<file path="config.mk">
export PLATFORM = sky130hd
export DESIGN_NAME = fetch_prefetch_queue_flat
export DESIGN_NICKNAME = d
export VERILOG_FILES = /design/src/rtl/fetch_prefetch_queue_if.sv /design/src/rtl/fetch_prefetch_queue.sv /design/src/flat_wrapper.sv
export SDC_FILE = /design/constraint.sdc
export NUM_CORES = 1
export LEC_CHECK = 0
export ABC_CLOCK_PERIOD_IN_PS = 3200
export BUFFER_PORTS_ARGS = -buffer_cell sky130_fd_sc_hd__buf_2
export CORE_ASPECT_RATIO = 1.1
export CORE_UTILIZATION = 54
export CTS_BUF_LIST = sky130_fd_sc_hd__clkbuf_8
export DETAILED_ROUTE_END_ITERATION = 10
export PLACE_DENSITY = 0.89
export SYNTH_ARGS = -nofsm -noshare
export SYNTH_HDL_FRONTEND = slang
export SYNTH_SLANG_ARGS = --single-unit
</file>
<file path="constraint.sdc">
create_clock -name clk -period 3.2 [get_ports clk]
set_input_delay 0.16 -clock clk [delete_from_list [all_inputs] [get_ports clk]]
set_output_delay 0.16 -clock clk [all_outputs]
set_load 0.02 [all_outputs]
</file>
<file path="src/rtl/fetch_prefetch_queue_if.sv">
// -----------------------------------------------------------------------------
// fetch_prefetch_queue_if
//   Bundles the instruction-memory request/response port and the decode-side
//   dequeue handshake of the fetch prefetch queue.
//
//   imem_addr   fetch -> mem     word-aligned request address
//   imem_rmask  fetch -> mem     4'hF = request this cycle, 4'h0 = idle
//   imem_rdata  mem   -> fetch   response data, valid with imem_resp
//   imem_resp   mem   -> fetch   one in-order response per pulse
//   deq_valid   fetch -> decode  head entry valid
//   deq_ready   decode-> fetch   consumer accepts head
//   deq_inst    fetch -> decode  head instruction word
//   deq_pc      fetch -> decode  head PC
//
//   master : the fetch unit side
//   slave  : the memory + decode environment side
// -----------------------------------------------------------------------------
interface fetch_prefetch_queue_if;
  logic [31:0] imem_addr;
  logic [3:0]  imem_rmask;
  logic [31:0] imem_rdata;
  logic        imem_resp;
  logic        deq_valid;
  logic        deq_ready;
  logic [31:0] deq_inst;
  logic [31:0] deq_pc;

  modport master (
    output imem_addr,
    output imem_rmask,
    input  imem_rdata,
    input  imem_resp,
    output deq_valid,
    input  deq_ready,
    output deq_inst,
    output deq_pc
  );

  modport slave (
    input  imem_addr,
    input  imem_rmask,
    output imem_rdata,
    output imem_resp,
    input  deq_valid,
    output deq_ready,
    input  deq_inst,
    input  deq_pc
  );
endinterface

</file>
<file path="src/rtl/fetch_prefetch_queue.sv">
// -----------------------------------------------------------------------------
// fetch_prefetch_queue
//   Instruction-fetch front end for the pipelined rv32i core. Issues pipelined
//   word requests to instruction memory, keeps up to MAX_INFLIGHT of them
//   outstanding, and buffers the returned words together with their PCs in a
//   DEPTH-entry FIFO feeding decode. A redirect flushes the FIFO, restarts
//   fetch at the new target and squashes responses still owed for the old
//   stream.
//
// Parameters
//   DEPTH         FIFO entries (power of 2, >= 2)
//   MAX_INFLIGHT  max outstanding imem requests (1..DEPTH)
//   RESET_PC      first fetch address after reset
//
// Ports
//   clk             clock
//   rst             synchronous, active-low reset
//   redirect_valid  flush and restart fetch at redirect_pc
//   redirect_pc     new fetch PC, bits [1:0] ignored
//   bus             imem request/response + dequeue handshake (master side)
//   occupancy       current FIFO entry count
// -----------------------------------------------------------------------------
module fetch_prefetch_queue #(
  parameter int unsigned DEPTH        = 4,
  parameter int unsigned MAX_INFLIGHT = 2,
  parameter logic [31:0] RESET_PC     = 32'h1eceb000
) (
  input  logic                         clk,
  input  logic                         rst,
  input  logic                         redirect_valid,
  input  logic [31:0]                  redirect_pc,
  fetch_prefetch_queue_if.master       bus,
  output logic [$clog2(DEPTH+1)-1:0]   occupancy
);

  localparam int unsigned OCC_W = $clog2(DEPTH + 1);
  localparam int unsigned PTR_W = $clog2(DEPTH);
  localparam int unsigned INF_W = $clog2(MAX_INFLIGHT + 1);

  typedef struct packed {
    logic [31:0] pc;
    logic [31:0] inst;
  } entry_t;

  // ---------------------------------------------------------------------------
  // State
  // ---------------------------------------------------------------------------
  logic [31:0]      fetch_pc_q,  fetch_pc_d;
  logic [31:0]      resp_pc_q,   resp_pc_d;
  logic [INF_W-1:0] inflight_q,  inflight_d;
  logic [INF_W-1:0] squash_q,    squash_d;
  logic [PTR_W-1:0] wr_ptr_q,    wr_ptr_d;
  logic [PTR_W-1:0] rd_ptr_q,    rd_ptr_d;
  logic [OCC_W-1:0] count_q,     count_d;
  entry_t           fifo_q [DEPTH];
  entry_t           fifo_d [DEPTH];

  // ---------------------------------------------------------------------------
  // Control
  // ---------------------------------------------------------------------------
  logic        issue;
  logic        push;
  logic        pop;
  logic        drop_resp;
  logic        head_valid;
  logic [31:0] committed;
  logic [31:0] redirect_target;

  // Only the word address of a redirect matters.
  logic unused_redirect_lsbs;
  assign unused_redirect_lsbs = ^redirect_pc[1:0];
  assign redirect_target      = {redirect_pc[31:2], 2'b00};

  // Entries already in the FIFO plus live (non-squashed) requests that will
  // still land there. Issuing only while this stays below DEPTH guarantees
  // every accepted response has a free slot, so the FIFO cannot overflow.
  assign committed = 32'(count_q) + 32'(inflight_q) - 32'(squash_q);

  assign issue = rst && !redirect_valid
              && (32'(inflight_q) < MAX_INFLIGHT)
              && (committed < DEPTH);

  assign head_valid = rst && (count_q != '0);

  // A redirect overrides the response and dequeue paths for this cycle.
  assign drop_resp = bus.imem_resp && !redirect_valid && (squash_q != '0);
  assign push      = bus.imem_resp && !redirect_valid && (squash_q == '0);
  assign pop       = head_valid && bus.deq_ready && !redirect_valid;

  // ---------------------------------------------------------------------------
  // Next-state logic
  // ---------------------------------------------------------------------------
  always_comb begin
    fetch_pc_d = fetch_pc_q;
    resp_pc_d  = resp_pc_q;
    squash_d   = squash_q;
    wr_ptr_d   = wr_ptr_q;
    rd_ptr_d   = rd_ptr_q;
    count_d    = count_q;
    fifo_d     = fifo_q;

    inflight_d = inflight_q + INF_W'(issue) - INF_W'(bus.imem_resp);

    if (redirect_valid) begin
      // Every request still owed after this cycle belongs to the old stream.
      fetch_pc_d = redirect_target;
      resp_pc_d  = redirect_target;
      squash_d   = inflight_q - INF_W'(bus.imem_resp);
      wr_ptr_d   = '0;
      rd_ptr_d   = '0;
      count_d    = '0;
    end else begin
      if (issue) begin
        fetch_pc_d = fetch_pc_q + 32'd4;
      end

      if (drop_resp) begin
        squash_d = squash_q - INF_W'(1);
      end

      if (push) begin
        fifo_d[wr_ptr_q] = '{pc: resp_pc_q, inst: bus.imem_rdata};
        wr_ptr_d         = wr_ptr_q + PTR_W'(1);
        resp_pc_d        = resp_pc_q + 32'd4;
      end

      if (pop) begin
        rd_ptr_d = rd_ptr_q + PTR_W'(1);
      end

      count_d = count_q + OCC_W'(push) - OCC_W'(pop);
    end
  end

  // ---------------------------------------------------------------------------
  // Registers
  // ---------------------------------------------------------------------------
  always_ff @(posedge clk) begin
    if (!rst) begin
      fetch_pc_q <= RESET_PC;
      resp_pc_q  <= RESET_PC;
      inflight_q <= '0;
      squash_q   <= '0;
      wr_ptr_q   <= '0;
      rd_ptr_q   <= '0;
      count_q    <= '0;
    end else begin
      fetch_pc_q <= fetch_pc_d;
      resp_pc_q  <= resp_pc_d;
      inflight_q <= inflight_d;
      squash_q   <= squash_d;
      wr_ptr_q   <= wr_ptr_d;
      rd_ptr_q   <= rd_ptr_d;
      count_q    <= count_d;
    end
  end

  // FIFO payload needs no reset: an entry is only visible once count_q
  // covers it, and count_q is reset.
  always_ff @(posedge clk) begin
    for (int unsigned i = 0; i < DEPTH; i++) begin
      fifo_q[i] <= fifo_d[i];
    end
  end

  // ---------------------------------------------------------------------------
  // Outputs
  // ---------------------------------------------------------------------------
  assign bus.imem_rmask = issue ? 4'hF : 4'h0;
  assign bus.imem_addr  = rst ? fetch_pc_q : RESET_PC;
  assign bus.deq_valid  = head_valid;
  assign bus.deq_inst   = fifo_q[rd_ptr_q].inst;
  assign bus.deq_pc     = fifo_q[rd_ptr_q].pc;
  assign occupancy      = rst ? count_q : '0;

endmodule
</file>
<file path="src/flat_wrapper.sv">
// flat-port wrapper written by rule: the top's interface ports become plain ports
module fetch_prefetch_queue_flat 
#(
  parameter int unsigned DEPTH        = 4,
  parameter int unsigned MAX_INFLIGHT = 2,
  parameter logic [31:0] RESET_PC     = 32'h1eceb000
)
  (clk, rst, redirect_valid, redirect_pc, occupancy, bus_imem_addr, bus_imem_rmask, bus_imem_rdata, bus_imem_resp, bus_deq_valid, bus_deq_ready, bus_deq_inst, bus_deq_pc);
  fetch_prefetch_queue_if bus_i ();
  input  logic clk;
  input  logic rst;
  input  logic redirect_valid;
  input  logic [31:0] redirect_pc;
  output logic [$clog2(DEPTH+1)-1:0] occupancy;
  output wire logic [$bits(bus_i.imem_addr)-1:0] bus_imem_addr;
  output wire logic [$bits(bus_i.imem_rmask)-1:0] bus_imem_rmask;
  input wire logic [$bits(bus_i.imem_rdata)-1:0] bus_imem_rdata;
  input wire logic [$bits(bus_i.imem_resp)-1:0] bus_imem_resp;
  output wire logic [$bits(bus_i.deq_valid)-1:0] bus_deq_valid;
  input wire logic [$bits(bus_i.deq_ready)-1:0] bus_deq_ready;
  output wire logic [$bits(bus_i.deq_inst)-1:0] bus_deq_inst;
  output wire logic [$bits(bus_i.deq_pc)-1:0] bus_deq_pc;
  assign bus_imem_addr = bus_i.imem_addr;
  assign bus_imem_rmask = bus_i.imem_rmask;
  assign bus_i.imem_rdata = bus_imem_rdata;
  assign bus_i.imem_resp = bus_imem_resp;
  assign bus_deq_valid = bus_i.deq_valid;
  assign bus_i.deq_ready = bus_deq_ready;
  assign bus_deq_inst = bus_i.deq_inst;
  assign bus_deq_pc = bus_i.deq_pc;
  fetch_prefetch_queue #(.DEPTH(DEPTH), .MAX_INFLIGHT(MAX_INFLIGHT), .RESET_PC(RESET_PC)) u_core (.clk(clk), .rst(rst), .redirect_valid(redirect_valid), .redirect_pc(redirect_pc), .bus(bus_i), .occupancy(occupancy));
endmodule
</file>
==> summary.txt <==
Power and ir drop
  • Static leakage: 0.00579 µW
  • PD cells: 552 mW/mm²
  • VDD IR-drop max: 329 µV

Floorplan
  • Die footprint: 0.0247 mm²
  • Die Y: 165 µm
  • # rows: 59
  • Core Box Area: 0.0237 mm²
  • Die width: 150 µm
  • Ports: 173
  • Initial Util: 54.9%

Logic synthesis
  • Post-synth cell types: 54
  • Post-synthesis sequential area ratio: 68.1%
  • Syn_area_per_cell: 15.8 µm²
  • FF+latch count, synth: 319
  • Mapped Cells: 825
  • Top cells by area, synth: edfxtp_1 (57%), dfxtp_1 (11%), mux4_2 (11%)
  • Ys Warns: 0
  • Top cell type's share of synthesized area: 57.2%
  • Synth area leader: edfxtp_1
  • Post-Syn Area: 0.0130 mm²

Critical path
  • Crit-path slowest cell: fa_1
  • Worst Path Required: 3.04 ns
  • Critical Path Start Type: flip-flop
  • CP Capture Type: primary output
  • CP max FO: 4
  • Critical-path cell list: ha_4 > fa_1 > ha_1 > a21o_1 > nor2_2 > ha_1 > or3b_4 > nor2b_4 > mux2_4 > nand2_2 > inv_2 > buf_6 > buf_6
  • CP bufs+invs: 3
  • Max stage delay on crit path: 0.43 ns
  • Crit-path leading delay family: adder cells
  • Data arrival, critical path: 3.30 ns
  • Crit Path Class: flip-flop to primary output

Final layout
  • Layout fillers: 1517
  • Share of cells above drive strength 1: 31.9%
  • # nets final: 1173
  • Number of diodes: 0
  • Area Overhead vs Synth: 22.8%
  • Post-Layout Cell Count: 1429

Drt
  • Pre-antenna DRT Iters: 5
  • Initial DRC Count: 632
  • Post-route ant nets: 0
  • Total Routed Length: 27.6 mm
  • Vias: 7965
  • DRC violations left: 0
  • Via density: 5.57
  • DR WL/cell: 19.3 µm

CTS
  • Total clock buffers created by CTS: 47
  • Worst-Skew Late Latency: 0.55 ns
  • CTS tree: yes
  • Clk buf depth: 3
  • Clock sinks: 319
  • Max H-tree Level: 2
  • Clock-pin slew on the worst setup and hold paths: 0.07 ns
  • Root Buffer: clkbuf_8

Status
  • Status: finished with violations
  • Failing checks: negative setup slack

Placement
  • HPWL after DPL: 16.2 mm
  • Post-Place Worst Slack: -0.179 ns
  • GPL Wtd Cong: 0.906
  • Buffers added on ports: 166
  • Cell count after placement: 1279

Worst hold path
  • Min-delay worst type: input port to flip-flop

Timing
  • Final setup violating endpoints: 17
  • Setup WS post-layout: -0.257 ns
  • Period utilization: 108%
  • Final hold vios: 0
  • Fin. max-slew vios: 0
  • Minimum clock period: 3.46 ns
  • Slew HR: 58.7%
  • Clock skew: 0.0194 ns
  • Worst Tran Pin Value: 0.620 ns
  • Max Clk Rate: 289 MHz
  • RSZ-0062 raised after global routing: yes

Global route
  • Initial antenna violation count: 0
  • Vias in the first global route: 8083
  • Global Route Usage Sum: 22.4%
  • Global-route wire length before repair: 41.9 mm
  • Largest net degree at the start of global routing: 76
  • Overflow after GRT: 0

Run
  • Max Cap Viol: 0
[flip-flops by register name, indices dropped and copies added, names as in the netlist]
name               count
u_core.fifo_q        248
u_core.fetch_pc_q     30
u_core.resp_pc_q      30
u_core.count_q         3
u_core.inflight_q      2
u_core.rd_ptr_q        2
u_core.squash_q        2
u_core.wr_ptr_q        2
[report_power, final]
| group | total (µW) | leakage [µW] | switching (µW) | internal, µW |
|---|---|---|---|---|
| combinational | 991 | 0.00243 | 527 | 464 |
| clock | 3130 | 0.000540 | 1470 | 1660 |
| sequential | 4710 | 0.00283 | 112 | 4600 |
| total | 8830 | 0.00579 | 2110 | 6720 |
[cell type report]
type	instances	area [µm²]	share of cell area [%]
clock inverters	34	193	1.21
clock buffers	52	716	4.48
inverters	20	75.1	0.470
flip-flops and latches	319	8880	55.5
multi-input cells	444	3960	24.8
well taps	305	382	2.39
repair buffers	255	1780	11.2
[cell usage after synthesis (all sizes together)]
master / count
a31oi: 4
a22oi: 1
xor2: 34
or3: 2
a211oi: 1
xnor2: 25
nand2b: 13
nand2: 43
a21boi: 1
inv: 20
o21a: 3
o41ai: 1
mux2i: 7
mux4: 62
a21oi: 42
conb: 1
fa: 2
nand3: 19
o31a: 1
nor3: 6
or3b: 2
ha: 15
buf: 20
a211o: 1
o211a: 3
or2: 3
and4b: 1
and4: 4
and3: 15
nand4: 22
edfxtp: 248
o31ai: 1
nor2b: 2
dfxtp: 71
and2: 30
o21ai: 24
o311ai: 1
nor4: 6
mux2: 1
nor3b: 1
a21o: 3
clkbuf: 25
a31o: 2
or4: 1
nor2: 35
[per-stage QoR]
step	area, µm²	hold WS, ns	power (µW)	TNS [ns]	util, %
after global placement	14300	0.371	5530	-0.377	60.5
final	16000	0.0665	8830	-1.78	67.5
after floorplan	13000	0.259	5280	0	-
after detailed placement	14300	0.377	5560	-0.973	60.5
after global routing	16000	0.0220	9170	-4.27	67.5
after CTS	15900	0.00299	8770	-2.11	67.0
[layer usage]
| layer | GRT usage [%] | vias up | share of wire, % | wire, µm |
|---|---|---|---|---|
| li1 | - | 3664 | - | - |
| met1 | 28.2 | 3888 | 40 | 11100 |
| met2 | 39.0 | 368 | 51 | 13900 |
| met3 | 4.39 | 45 | 7.3 | 2010 |
| met4 | 7.16 | 0 | 1.9 | 511 |
| met5 | 0 | - | 0 | 0 |
[placed cells by master (no fill, tap or decap), types with 4 or more instances in the layout]
master and count:
nand3_1 19, nor3_1 4, and3_2 4, edfxtp_1 248
clkbuf_8 52, nand2_1 42, buf_2 162, ha_1 13
clkinv_1 5, inv_1 36, a21oi_1 41, xor2_1 34
buf_4 21, nand2b_1 13, dfxtp_1 67, nand4_1 21
and2_1 29, mux2i_1 6, mux4_2 62, xnor2_1 25
and4_1 4, buf_12 8, buf_6 7, a31oi_1 4
dlygate4sd3_1 56, clkinv_2 10, conb_1 4, nor2_1 33
and3_1 11, o21ai_0 23
[kinds of logic after synthesis]
group / Yosys count / share of synthesized area [%]
adder cells (fa/ha/maj): 17 / 1.75
other: 1 / 0.0288
buffers and inverters: 65 / 2.25
multiplexers: 70 / 11.3
XOR/XNOR: 59 / 3.97
AND/OR/NAND/NOR: 205 / 8.60
AO/OA/AOI/OAI: 89 / 3.94
flip-flops: 319 / 68.1
[worst paths after layout]
kind / from / endpoint / slack [ns] / depth (start not counted)
worst max-delay path: u_core.inflight_q[0] / bus_imem_rmask[3] / -0.26 / 13
worst min register to register: u_core.wr_ptr_q[1] / u_core.wr_ptr_q[1] / 0.51 / 2
worst min-delay path: redirect_pc[2] / u_core.fetch_pc_q[2] / 0.07 / 3
worst max register to register: u_core.inflight_q[0] / u_core.fetch_pc_q[23] / -0.14 / 12
[tightest hold or removal path, delay by kind of cell]
family | cells | cell delay [ns]
AOI/OAI and AO/OA | 2 | 0.34
buffers and inverters | 1 | 0.07
[what timing repair did]
action | in CTS | in global routing
hold buffers | 56 | 0
resized for setup | 15 | 20
cloned | 0 | 1
endpoints found under the hold margin | 175 | 0
endpoints found under the setup margin | 13 | 33
pin swaps | 7 | 14
buffers inserted | 3 | 4
(Power assumes the default switching activity.)
